<file path="src/rtl/pwm_multi_channel.sv">
`default_nettype none
// ============================================================================
// Module   : pwm_multi_channel
// Brief    : NUM_CH-channel PWM with shared prescaler, edge/center counting and
//            period-boundary double-buffering of duty, period and mode.
// Revision : 1.0 - initial release
// ============================================================================
module pwm_multi_channel #(
    parameter int NUM_CH = 16,
    parameter int CNT_W  = 8,
    parameter int PRE_W  = 4,
    localparam int CH_W  = (NUM_CH > 1) ? $clog2(NUM_CH) : 1
) (
    input  logic              clk,
    input  logic              rst_n,
    input  logic [NUM_CH-1:0] en_out,
    input  logic [NUM_CH-1:0] en_pwm,
    input  logic [PRE_W-1:0]  prescale,
    input  logic [CNT_W-1:0]  period,
    input  logic              center,
    input  logic              wr_en,
    input  logic [CH_W-1:0]   wr_ch,
    input  logic [CNT_W-1:0]  wr_duty,
    output logic [NUM_CH-1:0] out,
    output logic              period_tick
);

    logic [PRE_W-1:0]  r_pre_cnt;
    logic [CNT_W-1:0]  r_cnt;
    logic [CNT_W-1:0]  w_cnt_nxt;
    logic              r_dir_down;
    logic              w_dir_down_nxt;
    logic [CNT_W-1:0]  r_active_period;
    logic              r_active_center;
    logic [CNT_W-1:0]  r_pending     [NUM_CH];
    logic [CNT_W-1:0]  r_active_duty [NUM_CH];
    logic              w_tick;
    logic              w_boundary;
    logic              r_start;
    logic [NUM_CH-1:0] w_out_nxt;

    assign w_tick = (r_pre_cnt >= prescale);

    always_comb begin
        w_cnt_nxt      = r_cnt;
        w_dir_down_nxt = r_dir_down;
        if (!r_active_center) begin
            w_cnt_nxt = (r_cnt >= r_active_period) ? '0 : r_cnt + CNT_W'(1);
        end else if (r_dir_down) begin
            w_cnt_nxt = (r_cnt <= CNT_W'(1)) ? '0 : r_cnt - CNT_W'(1);
        end else if (r_cnt >= r_active_period) begin
            // Turn around at the top; P=0 collapses to a single-tick period.
            w_cnt_nxt      = (r_active_period == '0) ? '0 : r_active_period - CNT_W'(1);
            w_dir_down_nxt = 1'b1;
        end else begin
            w_cnt_nxt = r_cnt + CNT_W'(1);
        end
    end

    assign w_boundary = w_tick && (w_cnt_nxt == '0);

    generate
        for (genvar gi = 0; gi < NUM_CH; gi++) begin : g_ch
            assign w_out_nxt[gi] = en_out[gi] & (~en_pwm[gi] | (r_cnt < r_active_duty[gi]));
        end
    endgenerate

    always_ff @(posedge clk) begin
        if (!rst_n) begin
            r_pre_cnt       <= '0;
            r_cnt           <= '0;
            r_dir_down      <= 1'b0;
            r_active_period <= '0;
            r_active_center <= 1'b0;
            r_start         <= 1'b0;
            period_tick     <= 1'b0;
            out             <= '0;
            for (int i = 0; i < NUM_CH; i++) begin
                r_pending[i]     <= '0;
                r_active_duty[i] <= '0;
            end
        end else begin
            if (w_tick) begin
                r_pre_cnt  <= '0;
                r_cnt      <= w_cnt_nxt;
                r_dir_down <= w_boundary ? 1'b0 : w_dir_down_nxt;
            end else begin
                r_pre_cnt <= r_pre_cnt + PRE_W'(1);
            end
            // Boundary copies the pre-write pending value; a same-clock write lands next period.
            if (w_boundary) begin
                r_active_period <= period;
                r_active_center <= center;
                for (int i = 0; i < NUM_CH; i++) begin
                    r_active_duty[i] <= r_pending[i];
                end
            end
            if (wr_en && (32'(wr_ch) < NUM_CH)) begin
                r_pending[wr_ch] <= wr_duty;
            end
            r_start     <= w_boundary;
            period_tick <= r_start;
            out         <= w_out_nxt;
        end
    end

endmodule
`default_nettype wire

</file>
<file path="config.mk">
export PLATFORM = sky130hd
export DESIGN_NAME = pwm_multi_channel
export DESIGN_NICKNAME = d
export VERILOG_FILES = /design/src/rtl/pwm_multi_channel.sv
export SDC_FILE = /design/constraint.sdc
export NUM_CORES = 1
export LEC_CHECK = 0
export CAP_MARGIN = 30
export CORE_UTILIZATION = 25
export CTS_BUF_LIST = sky130_fd_sc_hd__clkbuf_2 sky130_fd_sc_hd__clkbuf_4 sky130_fd_sc_hd__clkbuf_8
export CTS_CLUSTER_DIAMETER = 30
export DETAILED_ROUTE_END_ITERATION = 7
export HOLD_SLACK_MARGIN = 0.15
export PLACE_DENSITY_LB_ADDON = 0.1
export SYNTH_ARGS = -nofsm -noshare
export SYNTH_HDL_FRONTEND = slang
export SYNTH_SLANG_ARGS = --single-unit
</file>
<file path="constraint.sdc">
create_clock -name clk -period 16.6 [get_ports clk]
set_input_delay 2.49 -clock clk [delete_from_list [all_inputs] [get_ports clk]]
set_output_delay 2.49 -clock clk [all_outputs]
set_load 0.005 [all_outputs]
</file>
; Word-level counts from Yosys, hierarchy flattened
; Memory sizes are Yosys's and may differ from the RTL's.
; Cells that the tools add are included.
; Widths: inputs -> output; s select.
[totals]
regBits = 40
latchBits = 0
ramBits = 256
mem_bits_ro = 0
elab_cells = 141
memories = 2
[memory_table]
columns = name, words, word_bits, read_ports, rd_ports_with_merged_regs, wr, line
row1 = r_active_duty, 16, 8, 16, 0, 16, 36  ; logic [CNT_W-1:0] r_active_duty [NUM_CH];
row2 = r_pending, 16, 8, 16, 0, 16, 35  ; logic [CNT_W-1:0] r_pending [NUM_CH];
[classes]
add_sub_neg = 4
n_mul = 0
div_mod_pow = 0
magnitude_cmp = 19
n_eq_ne = 0
shifts = 0
n_mux = 36
bitwise = 65
reduce_logical = 7
[op_table]
columns = cell, count
row1 = $mux 8, 23
row2 = $lt 8x8->1, 16
row3 = $or 1x1->1, 32
row4 = $not 1->1, 17
row5 = $and 1x1->1, 16
row6 = $logic_not 8->1, 2
row7 = $sub 8x1->8 const B, 2
row8 = $mux 1, 12
row9 = $add 8x1->8 const B, 1
row10 = $ge 8x8->1, 1
row11 = $le 8x1->1 const B, 1
row12 = $reduce_or 8->1, 1
row13 = $add 4x1->4 const B, 1
row14 = $ge 4x4->1, 1
row15 = $mux 4, 1
row16 = $reduce_and 2->1, 1
row17 = $reduce_bool 2->1, 1
row18 = $reduce_or 2->1, 1
row19 = $logic_and 1x1->1, 1

; Logic depth before layout (Yosys ltp)
[depth]
word_depth = 11
mapped_depth = 14
ltp_nobuf = 10

; Least setup slack after synthesis
; OpenSTA, ideal clock, no wires.
[synth_path]
kind = in2reg
start = in prescale[0]
end = mem r_active_duty[0][0] (enable)
setup_ns = 0.509
t_arrival_ns = 6.900
required_time_ns = 16.091
slack_ns = 9.191
path_stages = 9
n_path_buf = 0
cell_sequence = ha_1 > nand2b_1 > a21o_1 > a21o_1 > a21oi_1 > nor4b_1 > nand4_1 > and3b_1 > nand2b_1
[synth_rtl]
columns = item, line
row1 = "start, declared", 18  ; input logic [PRE_W-1:0] prescale,
row2 = "end, declared", 36

==> flow_summary.yaml <==
sta:
  tightest_slew_ns: 0.941
  finalCriticalPeriod_ns: 6.44
  fin_crit_sh_pct: 38.8
  rsz0062_at_grt: "no"
  maxSlewViolCount: 0
  timing.fmax_mhz: 155
  setup_viol: 0
  hold_violations: 0
  relSlewSlack_pct: 37.3
  skew_ns: 0.0291
  tns_ns: 0
min_path:
  worstHoldPathCells: 1
  min_to: "period_tick"
  min-delay-path-class: "reg -> reg"
  min_from: "r_start"
routing:
  drc: 0
  drtAntennaViolNets: 0
  wirelength_um: 37200
  vias: 9243
  wl_per_cell_um: 16.6
  first_pass_iters: 5
  drtIter0Drc: 431
  avgViaCountPerCell: 4.13
critical_path:
  crit_path_end_kind: "flop"
  arrival_ns: 6.71
  reg2reg_slack_ns: 10.70
  crit_type: "in -> reg"
  r2r-start: "r_cnt[4]"
  critPathRequiredTime_ns: 16.87
  crit_fanout: 67
  rr_endpoint: "r_active_duty[0][36]"
  crit_path_start_kind: "input port"
  worst_r2r_path_depth: 11
floorplan:
  start_util_pct: 25.5
  io_pins: 77
  core_area_um2: 58000
  dieHeight_um: 245
  die_x_um: 245
  row_count: 88
  die_area_um2: 60100
yosys:
  synthXorXnorAreaFrac_pct: 0.770
  synth_adder_area_share_pct: 11.0
  synth_edf_count: 256
  syn_inst: 1231
  seq_area_frac_synth_pct: 57.4
  syn_nets: 1421
  synth_seq_cells: 296
  synth_ff_type: "edfxtp_1"
  synth_top_family_by_area: "simple AND/OR/NAND/NOR gates"
  ys_warn_count: 0
  synth-compound-area-share_pct: 8.39
  yosys.area_share.simple_pct: 16.9
  muxShareOfSynthArea_pct: 0.821
  synth_cell_types: 52
  syn_area_per_cell_um2: 12.0
  netlist_area_um2: 14800
  synthArstFlopShare_pct: 0
global_routing:
  antenna_found_initial: 5
  grt_remaining_overflow: 0
  grt_pass1_vias: 9664
  grt_max_degree: 82
  grt_pass1_wl_um: 56700
  grt_use_total_pct: 12.7
placed_design:
  io_buffers: 76
  placedCellCount: 2065
  dpl.hpwl_um: 21800
  gp_congestion: 0.766
power_and_ir_drop:
  pwr_density_cell_nw_per_um2: 129
  power_leakage_nw: 8.19
  vdd_drop_max_mv: 0.0473
clock_tree:
  cts_sinks: 296
  ctsHoldBuffers: 0
  clk_path_buf_depth: 3
  cts_tree: "built"
  cts-resized-gates: 0
  worstSkewPairLatency_ns: 0.66
  cts_root_buf: "clkbuf_8"
  htreeDepth: 3
  cts_buffers: 92
  clk_pin_slew_ns: 0.05
  post_cts_buffers: 0
final_layout:
  syn2layout_area_growth_pct: 26.3
  layout-drive-gt1-share_pct: 13.5
  finalNetCount: 1584
  fin_cells: 2238
run_status:
  status: "finished, final reports clean"
flow_run:
  drv_cap: 0
-- critical path: stages --
cell and delay [ns]:
clkdlybuf4s50_1 0.46, inv_1 0.04, ha_1 0.27, a21o_1 0.10, a21o_1 0.13, a21oi_1 0.22, nor4b_1 0.31, nand4_1 0.20
and3b_1 0.70, nand2b_4 0.83, buf_4 0.87
-- metrics by stage --
stage / worst slack [ns] / area [um2] / hold WS, ns / util, % / power [mW]
floorplan: 9.19 / 14800 / 0.412 / - / 1.14
global placement: 9.32 / 16500 / 0.423 / 28.4 / 1.25
detailed placement: 9.33 / 16600 / 0.429 / 28.6 / 1.25
CTS: 10.04 / 18700 / 0.444 / 32.2 / 2.46
global route: 9.80 / 18700 / 0.481 / 32.2 / 2.54
finish: 10.16 / 18700 / 0.438 / 32.2 / 2.41
-- area by class of cell --
class | count | area (um2)
fill | 5845 | 39400
sequential | 296 | 8490
clock inverter | 57 | 607
inverter | 129 | 484
timing repair buffer | 109 | 1040
antenna | 2 | 5.00
tap | 765 | 957
clock buffer | 114 | 1470
multi-input combinational | 766 | 5620
-- power breakdown --
part           internal, mW  switching [mW]
clock                 0.770           0.410
sequential            0.886          0.0263
combinational         0.139           0.176
-- synth_stat cells, types with 8 or more instances --
library cell / number / area share (%)
and2_1: 258 / 11
edfxtp_1: 256 / 52
ha_1: 130 / 11
inv_1: 128 / 3.2
a21o_1: 100 / 5.1
nand2_1: 48 / 1.2
dfxtp_1: 40 / 5.4
nor2_1: 38 / 0.96
nand2b_1: 29 / 1.2
clkbuf_1: 27 / 0.69
nand3_1: 24 / 0.81
o21ai_0: 21 / 0.71
a31oi_1: 20 / 0.85
nor3_1: 13 / 0.44
mux2i_1: 11 / 0.74
a21oi_1: 9 / 0.30
buf_6: 8 / 0.61
-- flip-flops by register name (all words and copies together) (netlist names) --
register	cells
r_active_center	1
r_start	1
r_dir_down	1
out	16
r_pending	128
period_tick	1
r_pre_cnt	4
r_cnt	8
r_active_period	8
r_active_duty	128
-- cells by family after synthesis --
logic type,Yosys count
muxes,12
DFF,296
and+or+nand+nor,438
buffers and inverters,169
adders and majority gates,130
xor gates and xnor gates,13
AOI/OAI and AO/OA,173
-- routing by layer --
layer / share of wire, % / vias up / GRT usage (%)
li1: - / 4639 / -
met1: 47 / 4341 / 16.1
met2: 46 / 170 / 20.5
met3: 4.1 / 93 / 3.23
met4: 2.9 / 0 / 5.22
met5: 0 / - / 0
-- placed cells by master, fill, tap and decap left out, drive strengths merged, types with 7 or more instances in the layout --
| cell type | count |
|---|---|
| nand3 | 24 |
| clkbuf | 114 |
| nor3 | 13 |
| bufinv | 12 |
| inv | 132 |
| buf | 34 |
| a21oi | 9 |
| clkdlybuf4s50 | 75 |
| xnor2 | 7 |
| clkinv | 36 |
| nand2b | 29 |
| a21o | 100 |
| and2 | 258 |
| a31oi | 21 |
| edfxtp | 256 |
| nand2 | 48 |
| nor2 | 38 |
| dfxtp | 40 |
| mux2i | 11 |
| ha | 130 |
| o21ai | 22 |
-- how the worst max path moves through the flow --
stage | start | to | slack [ns] | depth (start not counted)
after floorplan | prescale[0] | r_active_duty[0][0] | 9.19 | 9
after global placement | prescale[0] | r_active_duty[0][62] | 9.32 | 11
after detailed placement | prescale[0] | r_active_duty[0][31] | 9.33 | 11
after CTS | prescale[0] | r_active_duty[0][40] | 10.04 | 11
after global routing | prescale[0] | r_active_duty[0][40] | 9.80 | 11
final | prescale[1] | r_active_duty[0][36] | 10.16 | 11
No activity file was read; power rests on OpenSTA's default activity.
